**src/rtl/sd_xfer_scheduler.sv**
```systemverilog
// Block-transfer sequencer for the SD mode controller.
// Pushes the address/size header, strobes the controller and supervises completion.
module sd_xfer_scheduler #(
  parameter int MAX_RETRY = 2,
  parameter int TO_W      = 20,
  parameter int SETTLE    = 32
) (
  input  logic        clk,
  input  logic        n_rst,
  input  logic        cmd_valid,
  output logic        cmd_ready,
  input  logic        cmd_write,
  input  logic [31:0] cmd_addr,
  input  logic [15:0] cmd_size,
  input  logic        fifo_full,
  output logic        hdr_push,
  output logic [7:0]  hdr_byte,
  output logic        sd_addr_ready,
  output logic        sd_read,
  output logic        sd_write,
  input  logic        sd_done,
  input  logic        sd_err,
  output logic        busy,
  output logic        resp_valid,
  output logic [1:0]  resp_code
);

  localparam int RW = (MAX_RETRY > 0) ? $clog2(MAX_RETRY + 1) : 1;
  localparam int SW = (SETTLE > 1) ? $clog2(SETTLE) : 1;
  localparam logic [RW-1:0] RMAX = RW'(MAX_RETRY);
  localparam logic [SW-1:0] SLAST = SW'(SETTLE - 1);
  localparam logic [TO_W-1:0] ONES = '1;
  localparam logic [TO_W-1:0] TLAST = ONES - TO_W'(1);

  typedef enum logic [2:0] {
    IDLE, HDR, ADDR_REQ, SETTLE_W, CMD, XFER, RETRY, RESP
  } state_t;

  state_t state, state_nx;

  logic            wr_q;
  logic [31:0]     addr_q;
  logic [15:0]     size_q;
  logic [2:0]      idx;
  logic [RW-1:0]   rcnt;
  logic [SW-1:0]   cnt;
  logic [TO_W-1:0] wd;

  logic accept, push, can_retry, to_hit;

  assign accept    = (state == IDLE) & cmd_valid;
  assign push      = (state == HDR) & ~fifo_full;
  assign can_retry = ~wr_q & (rcnt < RMAX);
  // Fires on the cycle the watchdog steps onto all-ones.
  assign to_hit    = (wd == TLAST);

  always_ff @(posedge clk or negedge n_rst) begin
    if (!n_rst) state <= IDLE;
    else        state <= state_nx;
  end

  always_comb begin
    state_nx = state;
    unique case (state)
      IDLE:     if (cmd_valid)
                  state_nx = (cmd_size == '0) ? RESP : HDR;
      HDR:      if (push && idx == 3'd5) state_nx = ADDR_REQ;
      ADDR_REQ: state_nx = SETTLE_W;
      SETTLE_W: if (cnt == SLAST) state_nx = CMD;
      CMD:      state_nx = XFER;
      XFER:     if (sd_err)
                  state_nx = can_retry ? RETRY : RESP;
                else if (sd_done || to_hit)
                  state_nx = RESP;
      RETRY:    state_nx = HDR;
      RESP:     state_nx = IDLE;
      default:  state_nx = IDLE;
    endcase
  end

  always_ff @(posedge clk or negedge n_rst) begin
    if (!n_rst) begin
      wr_q      <= 1'b0;
      addr_q    <= '0;
      size_q    <= '0;
      idx       <= '0;
      rcnt      <= '0;
      cnt       <= '0;
      wd        <= '0;
      resp_code <= 2'b00;
    end else begin
      if (accept) begin
        wr_q   <= cmd_write;
        addr_q <= cmd_addr;
        size_q <= cmd_size;
        rcnt   <= '0;
        idx    <= '0;
        if (cmd_size == '0) resp_code <= 2'b11;
      end
      if (push) idx <= idx + 3'd1;
      if (state == ADDR_REQ) cnt <= '0;
      if (state == SETTLE_W) cnt <= cnt + SW'(1);
      if (state == CMD) wd <= '0;
      if (state == XFER) begin
        if (wd != ONES) wd <= wd + TO_W'(1);
        if (sd_err) begin
          if (!can_retry) resp_code <= 2'b01;
        end else if (sd_done) begin
          resp_code <= 2'b00;
        end else if (to_hit) begin
          resp_code <= 2'b10;
        end
      end
      if (state == RETRY) begin
        rcnt <= rcnt + RW'(1);
        idx  <= '0;
      end
    end
  end

  always_comb begin
    cmd_ready     = (state == IDLE);
    busy          = (state != IDLE);
    hdr_push      = push;
    sd_addr_ready = (state == ADDR_REQ);
    sd_read       = (state == CMD) & ~wr_q;
    sd_write      = (state == CMD) & wr_q;
    resp_valid    = (state == RESP);
    hdr_byte      = '0;
    if (state == HDR) begin
      unique case (idx)
        3'd0:    hdr_byte = addr_q[31:24];
        3'd1:    hdr_byte = addr_q[23:16];
        3'd2:    hdr_byte = addr_q[15:8];
        3'd3:    hdr_byte = addr_q[7:0];
        3'd4:    hdr_byte = size_q[15:8];
        3'd5:    hdr_byte = size_q[7:0];
        default: hdr_byte = '0;
      endcase
    end
  end

endmodule

```
**config.mk**
```make
export PLATFORM = sky130hd
export DESIGN_NAME = sd_xfer_scheduler
export DESIGN_NICKNAME = d
export VERILOG_FILES = /design/src/rtl/sd_xfer_scheduler.sv
export SDC_FILE = /design/constraint.sdc
export NUM_CORES = 1
export LEC_CHECK = 0
export CORE_ASPECT_RATIO = 1.5
export CORE_UTILIZATION = 50
export CTS_CLUSTER_SIZE = 30
export DETAILED_ROUTE_END_ITERATION = 7
export PLACE_DENSITY = 0.75
export SYNTH_ARGS = -nofsm -noshare
export SYNTH_HDL_FRONTEND = slang
export SYNTH_SLANG_ARGS = --single-unit
```
**constraint.sdc**
```tcl
create_clock -name clk -period 5.47 [get_ports clk]
set_input_delay 1.641 -clock clk [delete_from_list [all_inputs] [get_ports clk]]
set_output_delay 1.641 -clock clk [all_outputs]
set_load 0.01 [all_outputs]
```
---- Word level (Yosys, flattened, before mapping) ----
Index checks and enable logic that the tools add are counted.
word-level totals
  flip-flop bits (word level) ............. 84
  bits of input ports ..................... 55
  output and inout bits ................... 17
  logic and storage cells ................. 77
cells by class
  $add $sub $neg .......................... 4
  $lt $le $gt $ge ......................... 1
  eq/ne operators ......................... 19
  multiplexer cells ....................... 27
  bitwise operators ....................... 7
  reductions and logical operators ........ 10
operator list
  cell                     count
  $mux W20                 3
  $pmux W8 S6              1
  $mux W3                  9
  $pmux W3 S8              1
  $add A20 B1 Y20 const B  1
  $eq A20 B20 Y1 const B   1
  $ne A20 B20 Y1 const B   1
  $eq A3 B3 Y1 const B     6
  $mux W2                  9
  $logic_not A16 Y1        1
  $eq A3 B2 Y1 const B     4
  $mux W5                  2
  $mux W8                  1
  $eq A3 B1 Y1 const B     2
  $logic_not A3 Y1         2
  $reduce_bool A3 Y1       2
  $add A5 B1 Y5 const B    1
  $and A1 B1 Y1            5
  $eq A5 B5 Y1 const B     1
  $ne A2 B2 Y1 const B     2
  $reduce_and A4 Y1        1
  $reduce_bool A2 Y1       2
  $add A3 B1 Y3 const B    1
  $ne A3 B3 Y1 const B     1
  other kinds (7)          8

---- Longest topological paths before layout ----
Gate-level depths: netlist of run 1.
  depth in word-level cells ............... 7
  mapped depth ............................ 7
  mapped depth without buffers ............ 7

---- Worst setup path before layout of run 1 ----
No wires, ideal clock.
  path kind ............................... in2out
  from .................................... input port fifo_full
  to ...................................... output port hdr_push
  arrival time ............................ 1.867 ns
  required time ........................... 3.829 ns
  setup slack ............................. 1.962 ns
  cell stages on the path ................. 1
  buffers on the path ..................... 0
  cell sequence ........................... nor2_1
on the way
  word-level cells in the longest chain between the ends .. 2
RTL lines
  element             RTL line  RTL
  start: declaration  15        input logic fifo_full,
  $not A1 Y1          52        assign push = (state == HDR) & ~fifo_full;
  $and A1 B1 Y1       52
  end: declaration    16        output logic hdr_push,
No other way between the ends.

---- Worst setup path in the final report of run 1 ----
Same ends and word-level chain as after synthesis.

==> run_results.csv, run 1 <==
group,metric,value,unit
setup_path,critPathKind,"input pin to output pin",
status,status,"finished, final reports clean",
logic_synthesis,yosys.area.top_type_share,47.5,%
logic_synthesis,netlist_instances,423,
global_route,grt_usage,24.4,%
floorplanning,die_area,9240,um2
clock_tree,cts.path.max_buffers,2,
place,place_ws,0.953,ns
routing,drc,0,
final_layout,finish.net_count,545,
logic_synthesis,ys.warnings.count,0,
setup_path,crit_required,3.83,ns
routing,wl,10400,um
place,dpl.hpwl,7180,um
timing,max_slew_margin,29.9,%
clock_tree,worstSkewPairLatency,0.34,ns
global_route,grt_pass1_wl,17200,um
logic_synthesis,synth-seq-area-share,47.5,%
timing,fin_worst_skew,0.00535,ns
clock_tree,ctsHoldBuffers,0,
routing,ant_nets,0,
place,place_area,5190,um2
setup_path,crit_arrival,2.87,ns
pwr,power.leakage,2.28,nW
timing,slew_violations,0,
final_layout,final_common_cell,"dfrtp_1",
pwr,p_int,0.00169,W
setup_path,crit_path_end_kind,"output pin",
final_layout,syn_to_final_growth,24.3,%
min_path,hold_class,"flip-flop to flip-flop",
clock_tree,clk_pin_slew_worst_paths,0.06,ns
timing,fin_crit_sh,82.5,%
routing,routedWlPerCell,17.5,um
final_layout,final_area,5500,um2
pwr,p_sw,0.000788,W
clock_tree,cts-resized-gates,0,
pwr,combPwrFrac,32.3,%
clock_tree,ctsHtreeMaxLevel,3,
flow_run,maxCapViolCount,0,
final_layout,fill_cells,696,
place,io_buffers,71,
floorplanning,core-area,8520,um2
logic_synthesis,synth_top_area_cell,"dfrtp_1",
floorplanning,start_util,52.0,%
routing,via_count,3591,
clock_tree,cts_tree,"yes",
logic_synthesis,synth_cell_types,54,
timing,layout_setup_ws,0.959,ns
logic_synthesis,syn-num-nets,487,
logic_synthesis,ys_ff_latch,84,
clock_tree,cts_setup_buffers,0,
routing,via_per_inst,6.07,
clock_tree,root_buffer,"clkbuf_16",
pwr,ir_drop,0.000333,V
place,gp_congestion,0.812,
logic_synthesis,ys.flop_type,"dfrtp_1",
timing,fmaxAchievable,222,MHz
logic_synthesis,synthTopCellsByArea,"dfrtp_1 47%, mux2_2 14%, nand2_1 3.4%",
setup_path,startpoint_type,"input pin",
routing,drt_iter0_drc,278,
logic_synthesis,synth-edff-count,0,
clock_tree,cts_num_sinks,84,
pwr,power_density,450,nW/um2
global_route,overflow,0,
timing,holdWs,0.499,ns
setup_path,cp_max_fo,4,
timing,fin_crit,4.51,ns
final_layout,layout-drive-gt1-share,17.9,%
pwr,power.total,0.00248,W
pwr,clockPowerShare,26.3,%
logic_synthesis,synthArstFlopShare,100,%
global_route,grt_pass1_vias,3579,
global_route,antenna_found_initial,0,
pwr,p_seq_share,41.4,%
final_layout,num_antenna_cells,0,
clock_tree,cts_made_buffers,9,
logic_synthesis,syn_area,4430,um2
timing,setup_viol,0,
floorplanning,die_x,78.8,um
timing,hold_violations,0,
timing,tightest_slew,1.05,ns
timing,rsz0062_at_grt,"false",
final_layout,final_cell_mix,"84 x dfrtp_1, 70 x clkdlybuf4s50_1, 54 x mux2_2",
pwr,switching_share,31.8,%
floorplanning,die_y,117,um
global_route,grt_max_degree,85,
floorplanning,fp-row-count,41,
floorplanning,io_pins,72,
routing,firstDrtPassIters,4,
logic_synthesis,syn_area_per_cell,10.5,um2
timing,tns,0,ns
-- per-layer routing --
| metal | up-vias | global-route usage [%] | routed length [um] |
|---|---|---|---|
| met4 | 0 | 12.5 | 269 |
| met3 | 20 | 5.43 | 545 |
| met1 | 1773 | 28.0 | 4070 |
| met2 | 102 | 42.7 | 5500 |
| met5 | - | 0 | 0 |
| li1 | 1696 | - | - |
-- cell families (layout without fill, tap and decap cells) --
family | count (synthesis) | after routing | synth area share, %
AND/OR/NAND/NOR | 140 | 140 | 15.7
flip-flops | 84 | 84 | 47.5
multiplexers | 62 | 62 | 15.5
buffers and inverters | 35 | 97 | 3.22
adder cells (fa/ha/maj) | 9 | 9 | 2.54
AO/OA/AOI/OAI | 93 | 93 | 15.4
-- critical path, cell delays in order --
cell             delay [ns]
clkdlybuf4s50_1        0.46
nor2_1                 0.20
clkdlybuf4s50_1        0.57
-- path summary, 6_finish.rpt --
kind	to	startpoint	cells after the start	slack, ns
min	cnt[4]$_DFFE_PN0P_	cnt[4]$_DFFE_PN0P_	2	0.50
min reg2reg	cnt[4]$_DFFE_PN0P_	cnt[4]$_DFFE_PN0P_	2	0.50
max	hdr_push	fifo_full	3	0.96
max reg2reg	wd[12]$_DFF_PN0_	state[0]$_DFFE_PN0P_	4	3.31
min in group asynchronous	wd[15]$_DFF_PN0_	n_rst	1	1.48
max in group asynchronous	addr_q[15]$_DFFE_PN0N_	n_rst	1	3.30
-- registers in the layout, summed over array words and instances, names as in the netlist --
name,cells
wd,20
rcnt,2
addr_q,32
state,3
cnt,5
resp_code,2
wr_q,1
idx,3
size_q,16
-- power groups by stage --
stage	clock, W	sequential (W)	combinational, W
floorplan	0	0.000957	0.000578
global placement	0	0.00102	0.000783
detailed placement	0	0.00103	0.000803
CTS	0.000660	0.00103	0.000813
global route	0.000680	0.00106	0.000882
finish	0.000652	0.00103	0.000800
-- cell type report --
| cell class | instances | area (um2) | area share (%) |
|---|---|---|---|
| Tap cell | 107 | 134 | 2.43 |
| Clock inverter | 4 | 73.8 | 1.34 |
| Sequential cell | 84 | 2100 | 38.2 |
| Timing Repair Buffer | 75 | 738 | 13.4 |
| Multi-Input combinational cell | 304 | 2190 | 39.7 |
| Clock buffer | 11 | 243 | 4.41 |
| Inverter | 7 | 26.3 | 0.477 |
-- per-stage QoR --
stage | std cells | utilization, %
2_1_floorplan | 423 | -
3_3_place_gp | 577 | 60.9
3_5_place_dp | 577 | 60.9
4_1_cts | 592 | 64.6
5_1_grt | 592 | 64.6
6_report | 592 | 64.6
-- synthesized netlist by cell type, types with 4 or more instances --
cell type	count
dfrtp_1	84
mux2_2	54
nand2_1	40
nor2_1	33
clkbuf_1	22
o21ai_0	16
a21oi_1	15
nand3_1	14
nor3_1	12
a221oi_1	10
ha_1	9
a22o_1	8
mux2i_1	8
nor4_1	8
inv_1	7
a222oi_1	5
and3_1	5
nand4_1	5
a41oi_1	4
nor2b_1	4
o311ai_0	4
o31ai_1	4
(Power assumes the default switching activity.)
==> inputs of run 2 (changes only) <==
--- a/config.mk
+++ b/config.mk
@@ -6,10 +6,10 @@
 export NUM_CORES = 1
 export LEC_CHECK = 0
 export CORE_ASPECT_RATIO = 1.5
-export CORE_UTILIZATION = 50
+export CORE_UTILIZATION = 49
 export CTS_CLUSTER_SIZE = 30
 export DETAILED_ROUTE_END_ITERATION = 7
-export PLACE_DENSITY = 0.75
+export PLACE_DENSITY = 0.77
 export SYNTH_ARGS = -nofsm -noshare
 export SYNTH_HDL_FRONTEND = slang
 export SYNTH_SLANG_ARGS = --single-unit
==> constraint.sdc (replaced) <==
create_clock -name clk -period 4 [get_ports clk]
set_input_delay 1.2 -clock clk [delete_from_list [all_inputs] [get_ports clk]]
set_output_delay 1.2 -clock clk [all_outputs]
set_load 0.01 [all_outputs]
==> run 2 against run 1 <==
Net effect: clock-buffer cell count unchanged; largest power group unchanged; critical path depth is 4 higher; first-iteration DRC count decreased by 4.7%; hold slack got worse by 0.020 ns; setup slack worse by 0.87 ns; combinational power is 45% higher; total power up 39%; global-route usage rose by 0.66 points; non-clock buffer count rose by 3; die area increased by 2.0%.
==> run_results.csv, run 2 (same netlist as run 1, synthesis figures left out) <==
group,metric,value,unit
setup_path,crit_top_cell,"a221oi_1",
clock_tree,worstSkewPairLatency,0.35,ns
timing,slew_violations,0,
final_layout,layout-drive-gt1-share,18.6,%
floorplanning,die_x,79.6,um
pwr,clockPowerShare,26.5,%
min_path,hold_class,"flip-flop to flip-flop",
setup_path,cp_slowest_cell,"clkdlybuf4s50_1",
global_route,overflow,0,
setup_path,critPathKind,"flip-flop to output pin",
pwr,switching_share,32.4,%
timing,max_slew_margin,28.9,%
final_layout,fin_cells,599,
global_route,grt_usage,25.1,%
global_route,grt_max_degree,85,
final_layout,num_antenna_cells,0,
final_layout,regMostFlops,"addr_q",
routing,firstDrtPassIters,5,
setup_path,crit_cells,7,
timing,rsz0062_at_grt,"false",
floorplanning,fp-row-count,42,
clock_tree,cts_setup_buffers,0,
clock_tree,cts.path.max_buffers,2,
routing,ant_nets,0,
place,gp_congestion,0.828,
final_layout,final_area,5540,um2
clock_tree,cts-resized-gates,0,
setup_path,cp.buffers_inverters,2,
min_path,worstHoldEndpoint,"cnt[4]$_DFFE_PN0P_",
clock_tree,root_buffer,"clkbuf_16",
clock_tree,ctsHoldBuffers,0,
final_layout,multiInputGateArea,2190,um2
final_layout,syn_to_final_growth,25.2,%
global_route,antenna_found_initial,0,
status,status,"finished, final reports clean",
final_layout,final_cell_mix,"84 x dfrtp_1, 70 x clkdlybuf4s50_1, 54 x mux2_2",
setup_path,crit_arrival,2.71,ns
routing,drc,0,
pwr,combPwrFrac,33.7,%
final_layout,final_common_cell,"dfrtp_1",
clock_tree,ctsHtreeMaxLevel,3,
min_path,min_delay_path_depth,2,
setup_path,cp_cell_sequence,"inv_1 > ha_1 > a221oi_1 > a21oi_1 > a221oi_1 > nor2_1 > clkdlybuf4s50_1",
timing,fin_worst_skew,0.00594,ns
clock_tree,cts_num_sinks,84,
global_route,grt_pass1_vias,3772,
final_layout,finish.net_count,548,
setup_path,crit_path_end_kind,"output pin",
flow_run,maxCapViolCount,0,
setup_path,reg2reg_depth,5,
setup_path,cp_max_fo,15,
clock_tree,clk_pin_slew_worst_paths,0.06,ns
final_layout,fill_cells,704,
floorplanning,start_util,50.4,%
place,place_area,5210,um2
pwr,power_density,622,nW/um2
timing,fin_crit_sh,97.8,%
routing,routedWlPerCell,18.0,um
pwr,ir_drop,0.000451,V
timing,hold_violations,0,
floorplanning,die_y,118,um
routing,via_per_inst,6.13,
final_layout,register_area,2100,um2
setup_path,startpoint_type,"flip-flop",
routing,drt_iter0_drc,265,
floorplanning,core-area,8780,um2
global_route,grt_pass1_wl,18300,um
timing,tns,0,ns
pwr,p_sw,0.00112,W
timing,setup_viol,0,
min_path,min_from,"cnt[4]$_DFFE_PN0P_",
setup_path,r2r_end,"addr_q[20]$_DFFE_PN0N_",
routing,via_count,3669,
place,io_buffers,71,
pwr,p_seq_share,39.8,%
clock_tree,cts_tree,"yes",
pwr,p_int,0.00233,W
setup_path,worstReg2RegStart,"state[0]$_DFFE_PN0P_",
setup_path,cpPeakStageDelay,0.50,ns
pwr,power.leakage,2.29,nW
final_layout,top_regs,"addr_q: 32 flops, wd: 20 flops, size_q: 16 flops",
floorplanning,die_area,9420,um2
final_layout,largest_reg_flops,32,
clock_tree,cts_made_buffers,9,
setup_path,crit_required,2.80,ns
setup_path,r2r_setup_slack,1.87,ns
timing,fmaxAchievable,256,MHz
setup_path,critical_path.top_delay_family,"compound AO/OA/AOI/OAI gates",
routing,wl,10800,um
floorplanning,io_pins,72,
timing,tightest_slew,1.07,ns
timing,fin_crit,3.91,ns
place,dp_cells,583,
place,dpl.hpwl,7450,um
[run 2: cell types whose count changed in the layout (fill, tap and decap cells not counted), sizes merged]
cell      before  now
buf            5    8
clkinvlp       0    1
[run 2: per-layer routing]
metal	part of all wire (%)	global-route usage, %
met5	0	0
met4	2.2	10.3
met3	5.0	4.25
met2	53	42.6
met1	39	30.9
[run 2: layout make-up]
class	instances	area share [%]
sequential	84	37.9
inverter	7	0.474
clock inverter	5	1.54
tap	110	2.48
multi-input combinational	304	39.5
timing repair buffer	78	13.7
clock buffer	11	4.38
[run 2: worst max path at each step]
stage / endpoint / startpoint / slack (ns)
after global routing: hdr_byte[3] / idx[0]$_DFFE_PN0P_ / 0.02
final: hdr_byte[1] / idx[0]$_DFFE_PN0P_ / 0.09
after detailed placement: hdr_push / fifo_full / 0.32
after global placement: hdr_push / fifo_full / 0.38
after CTS: hdr_byte[1] / idx[0]$_DFFE_PN0P_ / 0.11
after floorplan: hdr_byte[7] / idx[2]$_DFFE_PN0P_ / 1.22
[run 2: worst reg2reg max path, stage by stage, from the launching register on]
cell and delay, ns:
dfrtp_1 0.40, buf_4 0.25, nand2b_1 0.26, nor3_2 0.13, buf_4 0.53, mux2_2 0.45
[run 2: metrics by stage]
stage	util, %	power, W	hold slack [ns]	worst slack, ns
2_1_floorplan	-	0.00210	0.445	1.22
3_3_place_gp	59.4	0.00248	0.455	0.377
3_5_place_dp	59.4	0.00253	0.470	0.318
4_1_cts	63.1	0.00346	0.485	0.106
5_1_grt	63.1	0.00365	0.520	0.0211
6_report	63.1	0.00345	0.479	0.0897
[run 2: power groups by stage]
stage                     registers (W)  logic [W]  clock network (W)
final                           0.00137    0.00116           0.000913
after global routing            0.00141    0.00128           0.000956
after CTS                       0.00137    0.00117           0.000920
after detailed placement        0.00138    0.00115                  0
after global placement          0.00137    0.00111                  0
after floorplan                 0.00131   0.000790                  0
==> edit 1 (settings of run 1) <==
Encoding of `state_t`: now Gray code (3 bits for 8 states).
--- a/src/rtl/sd_xfer_scheduler.sv
+++ b/src/rtl/sd_xfer_scheduler.sv
@@ -34,5 +34,5 @@
 
   typedef enum logic [2:0] {
-    IDLE, HDR, ADDR_REQ, SETTLE_W, CMD, XFER, RETRY, RESP
+    IDLE = 3'b000, HDR = 3'b001, ADDR_REQ = 3'b011, SETTLE_W = 3'b010, CMD = 3'b110, XFER = 3'b111, RETRY = 3'b101, RESP = 3'b100
   } state_t;
 
Behaviour: no difference found for any inputs over 10 cycles, from zero or initial values and one cycle with n_rst low; not proved beyond that.
==> edit 1 against run 1 <==
Core utilization is 0.17 points higher; total power is 1.4% higher; worst setup slack worse by 0.026 ns; largest power group unchanged; first-iteration DRC count is 14% lower; wire length is 1.0% higher; sequential cell count stayed put; area after synthesis is 3.6% lower; largest cell class is now sequential cells; combinational power is 11% higher; clock skew hardly changed; final area is 4.0% lower; via count is 4.1% lower; worst hold slack worse by 0.0066 ns; global-route usage is 1.0 points higher; register-to-register slack worse by 0.50 ns.
==> edit 1: results (changes against run 1) <==
| Metric | Value |
|---|---|
| GPL Wtd Cong | 0.836 (was 0.812) |
| Syn nets | 463 (was 487) |
| Area after DPL | 4990 sq um (was 5190 sq um) |
| Post-synthesis mux area share | 15.5% (about the same) |
| Wire length on met3 | 499 microns (was 545 microns) |
| DR vias | 3,444 (was 3,591) |
| Fin. Hold Viols | 0 (unchanged) |
| GRT Util Overall | 25.5% (was 24.4%) |
| XOR/XNOR Fraction of Synth Area | 0.411% (was 0%) |
| Placed insts | 557 (was 577) |
| Part of the Yosys area used for sequential elements | 49.3% (was 47.5%) |
| Crit path DAT | 2.90 ns (was 2.87 ns) |
| Max stage delay on crit path | 0.72 ns (was 0.57 ns) |
| Post-synthesis adder-cell area fraction | 2.64% (was 2.54%) |
| Post-synth top cells | dfrtp_1, mux2_2, nand2_1 (unchanged) |
| Wire length of the first global-routing pass | 17.3 mm (was 17.2 mm) |
| Nets | 527 (was 545) |
| Number of global-route vias before repair | 3,500 (was 3,579) |
| Critical Path Fanout Max | 19 (was 4) |
| Met1 usage | 29.8% (was 28.0%) |
| Fill cell count | 635 (was 696) |
| Drt wl/cell | 18.3 microns (was 17.5 microns) |
| Slew Limit Headroom | 28.7% (was 29.9%) |
| Setup slack at placement | 0.946 ns (was 0.953 ns) |
| Outcome | finished, final reports clean (unchanged) |
| Max Root-Sink Buffers | 2 (unchanged) |
| Setup Skew | 0.00511 ns (was 0.00535 ns) |
| Number of DRC markers in iteration 0 | 239 (was 278) |
| Switching Fraction | 33.2% (was 31.8%) |
| Lkg Pwr | 2.15 nW (was 2.28 nW) |
| Drt first pass iters | 7 (was 4) |
| Netlist cell types | 53 (was 54) |
| Worst VDD drop | 216 uV (was 333 uV) |
| Post-Synthesis Cells | 399 (was 423) |
| YS warnings | 0 (unchanged) |
| Max Cap Viol | 0 (unchanged) |
| Met3 Use GR | 4.76% (was 5.43%) |
| Compound-Gate Fraction of Synth Area | 14.5% (was 15.4%) |
| HPWL after DPL | 7.34 mm (was 7.18 mm) |
| Synth top area cells | dfrtp_1, mux2_2, o21ai_0 (was dfrtp_1, mux2_2, nand2_1) |
| Layout cells sized above 1 | 17.5% (was 17.9%) |
| WL met2 | 5.55 mm (was 5.50 mm) |
| Routed Wire Length | 10.5 mm (was 10.4 mm) |
## edit 1: cell types whose count changed in the layout (fill, tap and decap cells not counted), moves of 4 or more
| cell | delta |
|---|---|
| o21ai_0 | +11 |
| nor2_1 | -12 |
| nand2_1 | -8 |
| nand4_1 | +5 |
| a21oi_1 | +10 |
| mux2i_1 | -6 |
| nor4_1 | -4 |
| inv_1 | +10 |
| or3_1 | +5 |
| a22o_1 | -6 |
## edit 1: power by group through the flow
stage / Clock (mW) / Combinational (mW) / Sequential (mW)
6_report: 0.601 / 0.892 / 1.02
2_1_floorplan: 0 / 0.638 / 0.933
3_3_place_gp: 0 / 0.864 / 1.02
5_1_grt: 0.639 / 0.969 / 1.05
3_5_place_dp: 0 / 0.890 / 1.03
4_1_cts: 0.609 / 0.895 / 1.02
## edit 1: final cells by class
| type | instances | area [sq um] | share of cell area (%) |
|---|---|---|---|
| sequential | 84 | 2100 | 39.8 |
| multi-input combinational | 278 | 1970 | 37.3 |
| timing repair buffer | 72 | 716 | 13.5 |
| clock buffer | 11 | 233 | 4.40 |
| tap | 105 | 131 | 2.49 |
| inverter | 18 | 67.6 | 1.28 |
| clock inverter | 5 | 62.6 | 1.18 |
## edit 1: final timing paths
| path | startpoint | endpoint | slack [ns] | cells past startpoint |
|---|---|---|---|---|
| setup / recovery | state[0] | hdr_push | 0.93 | 5 |
| hold / removal | wd[6] | wd[6] | 0.49 | 1 |
| setup reg to reg | state[0] | wd[19] | 2.81 | 4 |
| hold reg to reg | wd[6] | wd[6] | 0.49 | 1 |
| max in group asynchronous | n_rst | addr_q[11] | 3.28 | 1 |
| min in group asynchronous | n_rst | addr_q[30] | 1.48 | 1 |
==> edit 2 (settings of run 1) <==
Without the edit above. Set the parameter `MAX_RETRY` to 4 (it was 2).
--- a/src/rtl/sd_xfer_scheduler.sv
+++ b/src/rtl/sd_xfer_scheduler.sv
@@ -2,5 +2,5 @@
 // Pushes the address/size header, strobes the controller and supervises completion.
 module sd_xfer_scheduler #(
-  parameter int MAX_RETRY = 2,
+  parameter int MAX_RETRY = 4,
   parameter int TO_W      = 20,
   parameter int SETTLE    = 32
Behaviour: no difference found for any inputs over 10 cycles, from zero or initial values and one cycle with n_rst low; that may be too few to reach the edited logic, so the function may still have changed.
==> edit 2 against run 1 <==
Register-to-register slack lost 0.42 ns; wire length is 4.0% higher; largest cell class is now sequential cells; worst setup slack got worse by 0.22 ns; fmax shrank 4.7%; total power down 2.9%; area after synthesis down 0.62%; largest power group unchanged; clock power is 7.1% lower; final area fell by 1.6%; highest routed layer unchanged; sequential cell count grew 1; critical path type unchanged.
==> edit 2: results (changes against run 1) <==
| Metric | Value |
|---|---|
| Outcome | finished, final reports clean (unchanged) |
| Number of synthesized register bits | 85 (was 84) |
| Post-CTS Setup Repair Bufs | 0 (unchanged) |
| Number of DRC markers in iteration 0 | 232 (was 278) |
| Non-clock buffer share | 13.5% (was 13.4%) |
| Nets | 614 (was 545) |
| Seq area share | 39.3% (was 38.2%) |
| Wire length on met3 | 590 microns (was 545 microns) |
| Utilization after layout | 64.0% (was 64.6%) |
| Largest net degree at the start of global routing | 86 (was 85) |
| Non-clock buffers | 74 (was 75) |
| Synth-to-layout area growth | 23.2% (was 24.3%) |
| Crit path DAT | 3.09 ns (was 2.87 ns) |
| XOR/XNOR Fraction of Synth Area | 0.797% (was 0%) |
| HPWL after DPL | 7.44 mm (was 7.18 mm) |
| Area after DPL | 5120 sq um (was 5190 sq um) |
| Fraction of area in multi-input gates | 38.9% (was 39.7%) |
| Post-synthesis adder-cell area fraction | 2.84% (was 2.54%) |
| Wire length of the first global-routing pass | 17.9 mm (was 17.2 mm) |
| YS warnings | 0 (unchanged) |
| Syn Area/Cell | 8.92 sq um (was 10.5 sq um) |
| Multi-input gate count | 373 (was 304) |
| Met1 usage | 29.0% (was 28.0%) |
| DR vias | 3,803 (was 3,591) |
| Hold_sp | addr_q[22] (was cnt[4]) |
| Compound-Gate Fraction of Synth Area | 13.9% (was 15.4%) |
| Critical Path Fanout Max | 5 (was 4) |
| Number of global-route vias before repair | 3,861 (was 3,579) |
| Post-synth top cells | nand2_1, dfrtp_1, nor2_1, o21ai_0, a21oi_1 (was dfrtp_1, mux2_2, nand2_1) |
| Max stage delay on crit path | 0.57 ns (about the same) |
| Placed insts | 645 (was 577) |
| Reg2reg start | state[2] (was state[0]) |
| Ant diodes | 0 (unchanged) |
| Drt wl/cell | 16.4 microns (was 17.5 microns) |
| Lkg Pwr | 2.51 nW (was 2.28 nW) |
| Initial antenna violation count | 0 (unchanged) |
| Pwr Density | 444 nW/um^2 (was 450 nW/um^2) |
| ClkCell Share | 5.43% (was 5.75%) |
| Syn nets | 558 (was 487) |
| Slew Limit Headroom | 28.0% (was 29.9%) |
| Hold Path Class | reg2reg (unchanged) |
| Clock Buffer Count | 14 (was 11) |
| WL met2 | 5.60 mm (was 5.50 mm) |
| M2 GR Usage | 44.7% (was 42.7%) |
| DR vias/cell | 5.76 (was 6.07) |
| Part of the Yosys area used for sequential elements | 48.4% (was 47.5%) |
| Synth top area cells | dfrtp_1, nand2_1, ha_1 (was dfrtp_1, mux2_2, nand2_1) |
| Setup slack at placement | 0.734 ns (was 0.953 ns) |
| Netlist cell types | 53 (was 54) |
| Highest-delay cell along the critical path | clkdlybuf4s50_1 (unchanged) |
| Worst VDD drop | 308 uV (was 333 uV) |
| Setup Skew | 0.00507 ns (was 0.00535 ns) |
| Layout cells sized above 1 | 7.41% (was 17.9%) |
| Post-synthesis mux area share | 4.21% (was 15.5%) |
| Fill cell count | 718 (was 696) |
| GRT Util Overall | 25.5% (was 24.4%) |
| Drt first pass iters | 5 (was 4) |
| Met3 Use GR | 3.57% (was 5.43%) |
| Invs w/o clock | 6 (was 7) |
==> edit 2: cell types whose count changed after synthesis, sizes merged, moves of 4 or more <==
cell	change
clkbuf	-10
nand2	+124
o311ai	-4
nor3	-9
mux2	-42
buf	+11
a31oi	+7
o211ai	-4
a21oi	+6
nor2	-10
==> edit 2: path summary, 6_finish.rpt <==
path | endpoint | slack [ns] | cells past startpoint
setup / recovery | hdr_push | 0.73 | 4
hold / removal | addr_q[22] | 0.47 | 2
setup reg to reg | wd[12] | 2.89 | 5
hold reg to reg | addr_q[22] | 0.47 | 2
max in group asynchronous | addr_q[23] | 3.27 | 1
min in group asynchronous | addr_q[27] | 1.48 | 1
==> edit 2: where the power goes <==
group	switching (mW)	leakage, nW	total (mW)	internal [mW]
combinational	0.402	1.25	0.746	0.344
clock	0.229	0.143	0.606	0.377
sequential	0.190	1.11	1.05	0.864
total	0.822	2.51	2.41	1.58
